**src/rtl/filtr_sample_sched.sv**
```systemverilog
// Sample-rate scheduler in front of filtr_top: divides clk to the sample tick,
// double-buffers source samples, strobes the filter and captures its result.
module filtr_sample_sched #(
  parameter int unsigned DATA_SIZE  = 25,
  parameter int unsigned CLK_DIV    = 25000,
  parameter int unsigned STROBE_LEN = 3,
  parameter int unsigned TIMEOUT    = 4096
) (
  input  logic                 clk,
  input  logic                 reset,
  input  logic                 enable,
  input  logic [DATA_SIZE-2:0] src_data,
  input  logic                 src_valid,
  output logic [DATA_SIZE-2:0] filt_data_in,
  output logic                 filt_sample,
  input  logic                 filt_done,
  input  logic [DATA_SIZE-2:0] filt_data_out,
  output logic [DATA_SIZE-2:0] out_data,
  output logic                 out_valid,
  output logic                 busy,
  output logic                 overrun,
  output logic                 underrun,
  output logic                 timeout_err,
  input  logic                 clr_err,
  output logic [15:0]          sample_cnt
);

  localparam int unsigned DIV_W = (CLK_DIV > 1) ? $clog2(CLK_DIV) : 1;
  localparam int unsigned STB_W = (STROBE_LEN > 1) ? $clog2(STROBE_LEN) : 1;
  localparam int unsigned TO_W  = (TIMEOUT > 1) ? $clog2(TIMEOUT) : 1;

  localparam logic [DIV_W-1:0] DIV_LAST = DIV_W'(CLK_DIV - 1);
  localparam logic [STB_W-1:0] STB_LAST = STB_W'(STROBE_LEN - 1);
  localparam logic [TO_W-1:0]  TO_LAST  = TO_W'(TIMEOUT - 1);

  localparam logic [1:0] S_IDLE    = 2'd0;
  localparam logic [1:0] S_STROBE  = 2'd1;
  localparam logic [1:0] S_WAIT    = 2'd2;
  localparam logic [1:0] S_CAPTURE = 2'd3;

  logic [1:0]           state;
  logic [DIV_W-1:0]     div_cnt;
  logic [STB_W-1:0]     stb_cnt;
  logic [TO_W-1:0]      to_cnt;
  logic [DATA_SIZE-2:0] hold_reg;
  logic                 pending;
  logic                 tick;
  logic                 consume;
  logic                 overrun_set;
  logic                 underrun_set;
  logic                 timeout_set;

  // Tick and event decode
  always_comb begin
    tick         = enable && (div_cnt == DIV_LAST);
    consume      = (state == S_IDLE) && tick && pending;
    overrun_set  = src_valid && pending && !consume;
    underrun_set = tick && ((state != S_IDLE) || !pending);
    timeout_set  = (state == S_WAIT) && !filt_done && (to_cnt == TO_LAST);
    busy         = (state != S_IDLE);
  end

  // Sample-rate divider, held at zero while disabled
  always_ff @(posedge clk) begin
    if (!reset) begin
      div_cnt <= '0;
    end else if (!enable || (div_cnt == DIV_LAST)) begin
      div_cnt <= '0;
    end else begin
      div_cnt <= div_cnt + DIV_W'(1);
    end
  end

  // Input holding register; a new sample in the consuming cycle keeps pending set
  always_ff @(posedge clk) begin
    if (!reset) begin
      hold_reg <= '0;
      pending  <= 1'b0;
    end else if (src_valid) begin
      hold_reg <= src_data;
      pending  <= 1'b1;
    end else if (consume) begin
      pending  <= 1'b0;
    end
  end

  // Transaction FSM: strobe the filter, wait for done, capture the result.
  // The result is registered on the WAIT->CAPTURE transition so that out_data and
  // out_valid appear one cycle after done; CAPTURE is the cycle out_valid is high.
  always_ff @(posedge clk) begin
    if (!reset) begin
      state        <= S_IDLE;
      stb_cnt      <= '0;
      to_cnt       <= '0;
      filt_data_in <= '0;
      filt_sample  <= 1'b0;
      out_data     <= '0;
      out_valid    <= 1'b0;
      sample_cnt   <= '0;
    end else begin
      out_valid <= 1'b0;
      case (state)
        S_IDLE: begin
          if (consume) begin
            filt_data_in <= hold_reg;
            filt_sample  <= 1'b1;
            stb_cnt      <= '0;
            state        <= S_STROBE;
          end
        end
        S_STROBE: begin
          if (stb_cnt == STB_LAST) begin
            filt_sample <= 1'b0;
            to_cnt      <= '0;
            state       <= S_WAIT;
          end else begin
            stb_cnt <= stb_cnt + STB_W'(1);
          end
        end
        S_WAIT: begin
          if (filt_done) begin
            out_data   <= filt_data_out;
            out_valid  <= 1'b1;
            sample_cnt <= sample_cnt + 16'd1;
            state      <= S_CAPTURE;
          end else if (to_cnt == TO_LAST) begin
            state <= S_IDLE;
          end else begin
            to_cnt <= to_cnt + TO_W'(1);
          end
        end
        default: begin
          state <= S_IDLE;
        end
      endcase
    end
  end

  // Sticky error flags; a new event wins over clr_err
  always_ff @(posedge clk) begin
    if (!reset) begin
      overrun     <= 1'b0;
      underrun    <= 1'b0;
      timeout_err <= 1'b0;
    end else begin
      overrun     <= overrun_set  || (overrun     && !clr_err);
      underrun    <= underrun_set || (underrun    && !clr_err);
      timeout_err <= timeout_set  || (timeout_err && !clr_err);
    end
  end

endmodule

```
**config.mk**
```make
export PLATFORM = sky130hd
export DESIGN_NAME = filtr_sample_sched
export DESIGN_NICKNAME = d
export VERILOG_FILES = /design/src/rtl/filtr_sample_sched.sv
export SDC_FILE = /design/constraint.sdc
export NUM_CORES = 1
export LEC_CHECK = 0
export ABC_AREA = 0
export CORE_UTILIZATION = 51
export CTS_BUF_LIST = sky130_fd_sc_hd__clkbuf_2
export CTS_CLUSTER_SIZE = 30
export DETAILED_ROUTE_END_ITERATION = 12
export PLACE_DENSITY = 0.79
export SLEW_MARGIN = 30
export SYNTH_ARGS = -nofsm -noshare
export SYNTH_HDL_FRONTEND = slang
export SYNTH_SLANG_ARGS = --single-unit
```
**constraint.sdc**
```tcl
create_clock -name clk -period 2.4 [get_ports clk]
set_input_delay 0.72 -clock clk [delete_from_list [all_inputs] [get_ports clk]]
set_output_delay 0.72 -clock clk [all_outputs]
set_load 0.02 [all_outputs]
```
# Word-level counts from Yosys, hierarchy flattened

Index checks and enable logic that the tools add are counted.

Muxes and demuxes: 18
Eq/ne operators: 11
$add $sub $neg: 4
Reduce and logical (&&, ||, !) cells: 34
Bitwise gates (word level): 1

Operators by type and width:

| cell                  | number |
|---|---|
| $mux 12               | 3 |
| $pmux 12 s2           | 1 |
| $add 16x1->16 const B | 1 |
| $add 15x1->15 const B | 1 |
| $eq 15x15->1 const B  | 1 |
| $add 12x1->12 const B | 1 |
| $eq 12x12->1 const B  | 1 |
| $mux 2                | 6 |
| $logic_and 1x1->1     | 11 |
| $ne 2x2->1 const B    | 5 |
| $reduce_and 3->1      | 3 |
| $reduce_bool 2->1     | 4 |
| $pmux 2 s3            | 1 |
| $reduce_and 2->1      | 3 |
| $logic_not 1->1       | 5 |
| $logic_or 1x1->1      | 5 |
| $mux 1                | 5 |
| $eq 2x2->1 const B    | 2 |
| $pmux 2 s2            | 1 |
| $reduce_and 4->1      | 1 |
| $ne 3x2->1 const B    | 1 |
| $add 2x1->2 const B   | 1 |
| $eq 2x1->1 const B    | 1 |
| $logic_not 2->1       | 1 |
| other kinds (3)       | 3 |

Logic and storage cells: 82
Output and inout port bits: 70
Input bits: 54
Register bits after elaboration: 125

# Logic depth before layout (Yosys ltp)

Depth in word-level cells: 7
Gate-level depth with buffers: 6
Depth with buffers taken out: 6

# Worst setup path before layout

No wires, ideal clock.

Kind: input to register
Start: input port filt_done
End: register to_cnt[4]
Setup time: 0.070 ns
Stages: 5
Path buffers: 2
Arrival time: 1.964 ns
Slack: 0.366 ns
Required time: 2.330 ns
Path through: buf_2 or3b_1 buf_2 or4_1 a21oi_1

Longest elaborated chain between the ends: 2

Ends and longest elaborated chain:

| what                              | RTL line | text |
|---|---|---|
| from (decl)                       | 16       | `input logic filt_done,` |
| $ne 2x2->1 (no source line)       | --       |  |
| $reduce_and 4->1 (no source line) | --       |  |
| to (signal assigned)              | 129      | `to_cnt <= to_cnt + TO_W'(1);` |
| to (decl)                         | 44       | `logic [TO_W-1:0] to_cnt;` |

Every way passes these cells.
A chain may end at the register's enable or synchronous reset.

# Worst setup path in the final report

Start: register state[1]
End: output port busy

Longest elaborated chain between the ends: 1

Ends and longest elaborated chain:

| what                   | RTL line | text |
|---|---|---|
| from (decl)            | 41       | `logic [1:0] state;` |
| from (signal assigned) | 92       | `state <= S_IDLE;` |
| from (signal assigned) | 108      | `state <= S_STROBE;` |
| from (signal assigned) | 115      | `state <= S_WAIT;` |
| $reduce_bool 2->1      | 60       | `busy = (state != S_IDLE);` |
| to (decl)              | 20       | `output logic busy,` |

Every way passes these cells.

==> results.ini <==
[clocking]
clkLatencyLatePin_ns = 0.63
cts_buffer_depth = 2
cts.sinks = 125
cts_tree = yes
root_buffer = clkbuf_2
htreeDepth = 4
cts.clk_slew.worst_paths_ns = 0.19
ctsResizeCount = 32
cts_setup_buffers = 0
cts_buffers = 17
ctsHoldBuffers = 0

[logic_synthesis]
synthArstFlopShare_pct = 0
synth_top_family_by_area = simple AND/OR/NAND/NOR gates
ys_top_cells_by_count = dfxtp_1, nand2_1, nor2_1, mux2i_1, a21oi_1
yosys.area_share.simple_pct = 24.33
synth_compound_area_share_pct = 8.020
muxShareOfSynthArea_pct = 10.46
syn_area_per_cell_um2 = 8.694
syn_inst = 585
synth-seq-area-share_pct = 49.20
ys.flop_type = dfxtp_1
syn_nets = 643
synthXorXnorAreaFrac_pct = 3.616
synth-adder-area-share_pct = 0.9840
yosysWarnings = 0
synthDistinctLibCells = 47
synth_seq_cells = 125
syn-cell-area_um2 = 5086
synth-edff-count = 0
yosysMostFrequentCell = dfxtp_1
synth_top_area_cell = dfxtp_1
yosys-top-cells-area = dfxtp_1, mux2i_1, nand2_1, nor2_1, a21oi_1
synth_top_area_share_pct = 49.20

[global_routing]
antenna_found_initial = 0
gr-usage-all-layers_pct = 23.67
overflow = 0
grt_pass1_wl_um = 19290
grt_max_degree = 45
first_global_vias = 4255

[sta]
holdWs_ns = 0.4461
fin_crit_sh_pct = 94.66
rsz0062_at_grt = no
finalMaxSlewViolations = 0
slew_headroom_pct = 60.78
worst_slack_ns = 0.1283
tns_ns = 0
post-route-min-period_ns = 2.272
fmax_ghz = 0.4402
hold_viol_final = 0
setup_viol = 0
worst_pin_slew_ns = 0.5870
finClkSkew_ns = 0.02460

[detailed_routing]
drc = 0
avgRoutedWirePerCell_um = 14.12
avgViaCountPerCell = 5.242
vias = 4503
antenna_left = 0
dr.pass1.iters = 4
drt-total-wl_um = 12130
drt-initial-drc-count = 183

[floorplan]
initial_core_util_pct = 52.28
die_w_um = 101.9
die_height_um = 101.9
coreArea_um2 = 9729
rows = 36
ios = 124
die-area_um2 = 10380

[layout]
fin_nets = 773
syn_to_final_growth_pct = 35.03
utilization_pct = 70.59
drive_above_1_share_pct = 8.127
diodes = 0
fillerInstances = 783

[critical_path]
path_buf_inv = 2
cp-start-kind = flip-flop
criticalPathCategory = flip-flop to output port
critical_path_peak_fanout = 8
cp_data_arrival_time_ns = 1.55
worstPathCellList = nor2_2, inv_1, clkdlybuf4s15_1
path_delay_family = flip-flops
required_ns = 1.68
regToRegSetupSlack_ns = 0.44
worst_path_max_delay_cell = dfxtp_2
end_kind = output port
slowest_delay_ns = 0.39

[placement]
post-place-ws_ns = -0.06714
portBuffers = 123
finalWeightedCongestion = 0.8183
hpwl_um = 8438

[pwr]
finalPower_mw = 3.756
power_density_nw_per_um2 = 546.9
p_leak_nw = 3.292
ir_worst_vdd_uv = 383.1

[hold_path]
holdCritPathClass = input port to flip-flop

[flow_run]
drv_cap = 0

[run_status]
outcome = finished clean

## kinds of logic (layout without fill, tap and decap cells)
logic type,after synthesis,after routing
flip-flops,125,125
XOR/XNOR,21,21
buffers and inverters,44,185
adder cells (fa/ha/maj),4,4
AND/OR/NAND/NOR,268,268
multiplexers,53,53
AO/OA/AOI/OAI,70,70
## worst register-to-register path: cells and delay by family (launching register included)
kind	cells	cell delay, ns
and+or+nand+nor	2	0.69
DFF	1	0.44
AOI/OAI and AO/OA	2	0.34
adders and majority gates	1	0.23
buffers and inverters	1	0.17
## cell usage in the layout (no fill, tap or decap), drive strengths merged, types with 7 or more instances in the layout
cell type	count
xor2	7
xnor2	14
nand4	14
nor3	11
nor2	57
buf	20
nand2	123
clkbuf	18
clkdlybuf4s50	52
o21ai	12
dfxtp	125
nor4	8
mux2i	52
dlygate4sd2	30
a21oi	38
nand3	18
inv	13
and3	7
dlymetal6s2s	39
## where the power goes
group | internal, mW | switching (mW) | leakage (nW) | total (mW)
Sequential | 2.11 | 0.0146 | 1.01 | 2.12
Clock | 0.670 | 0.755 | 0.147 | 1.43
Combinational | 0.118 | 0.0926 | 2.13 | 0.210
Total | 2.89 | 0.862 | 3.29 | 3.76
## metrics by stage
stage / instance area [µm²] / instances
after floorplan: 5086 / 585
after global placement: 6540 / 829
after detailed placement: 6540 / 829
after CTS: 6765 / 859
after global routing: 6868 / 859
final: 6868 / 859
## area by class of cell
| type | instances | area [µm²] | share of cell area [%] |
|---|---|---|---|
| Timing Repair Buffer | 142 | 1466 | 21.35 |
| Multi-Input combinational cell | 416 | 2419 | 35.22 |
| Tap cell | 133 | 166.4 | 2.423 |
| Inverter | 13 | 48.80 | 0.7105 |
| Sequential cell | 125 | 2505 | 36.47 |
| Clock inverter | 12 | 172.7 | 2.514 |
| Clock buffer | 18 | 90.09 | 1.312 |
## worst paths after layout
path / start / end / cells past startpoint
hold / removal: reset / to_cnt[5]$_SDFFE_PN0P_ / 2
setup / recovery: state[1]$_SDFFE_PN0P_ / busy / 3
setup reg to reg: to_cnt[0]$_SDFFE_PN0P_ / to_cnt[7]$_SDFFE_PN0P_ / 6
hold reg to reg: div_cnt[0]$_SDFF_PP0_ / div_cnt[0]$_SDFF_PP0_ / 1
## layer usage
metal / track usage, % / wire (µm) / up-vias
met5: 0 / 0 / -
met4: 8.352 / 160 / 0
met3: 8.345 / 683 / 12
met2: 40.85 / 6342 / 104
met1: 27.22 / 4941 / 2138
li1: - / - / 2249
Note: power is estimated with default switching activity, not from simulation.
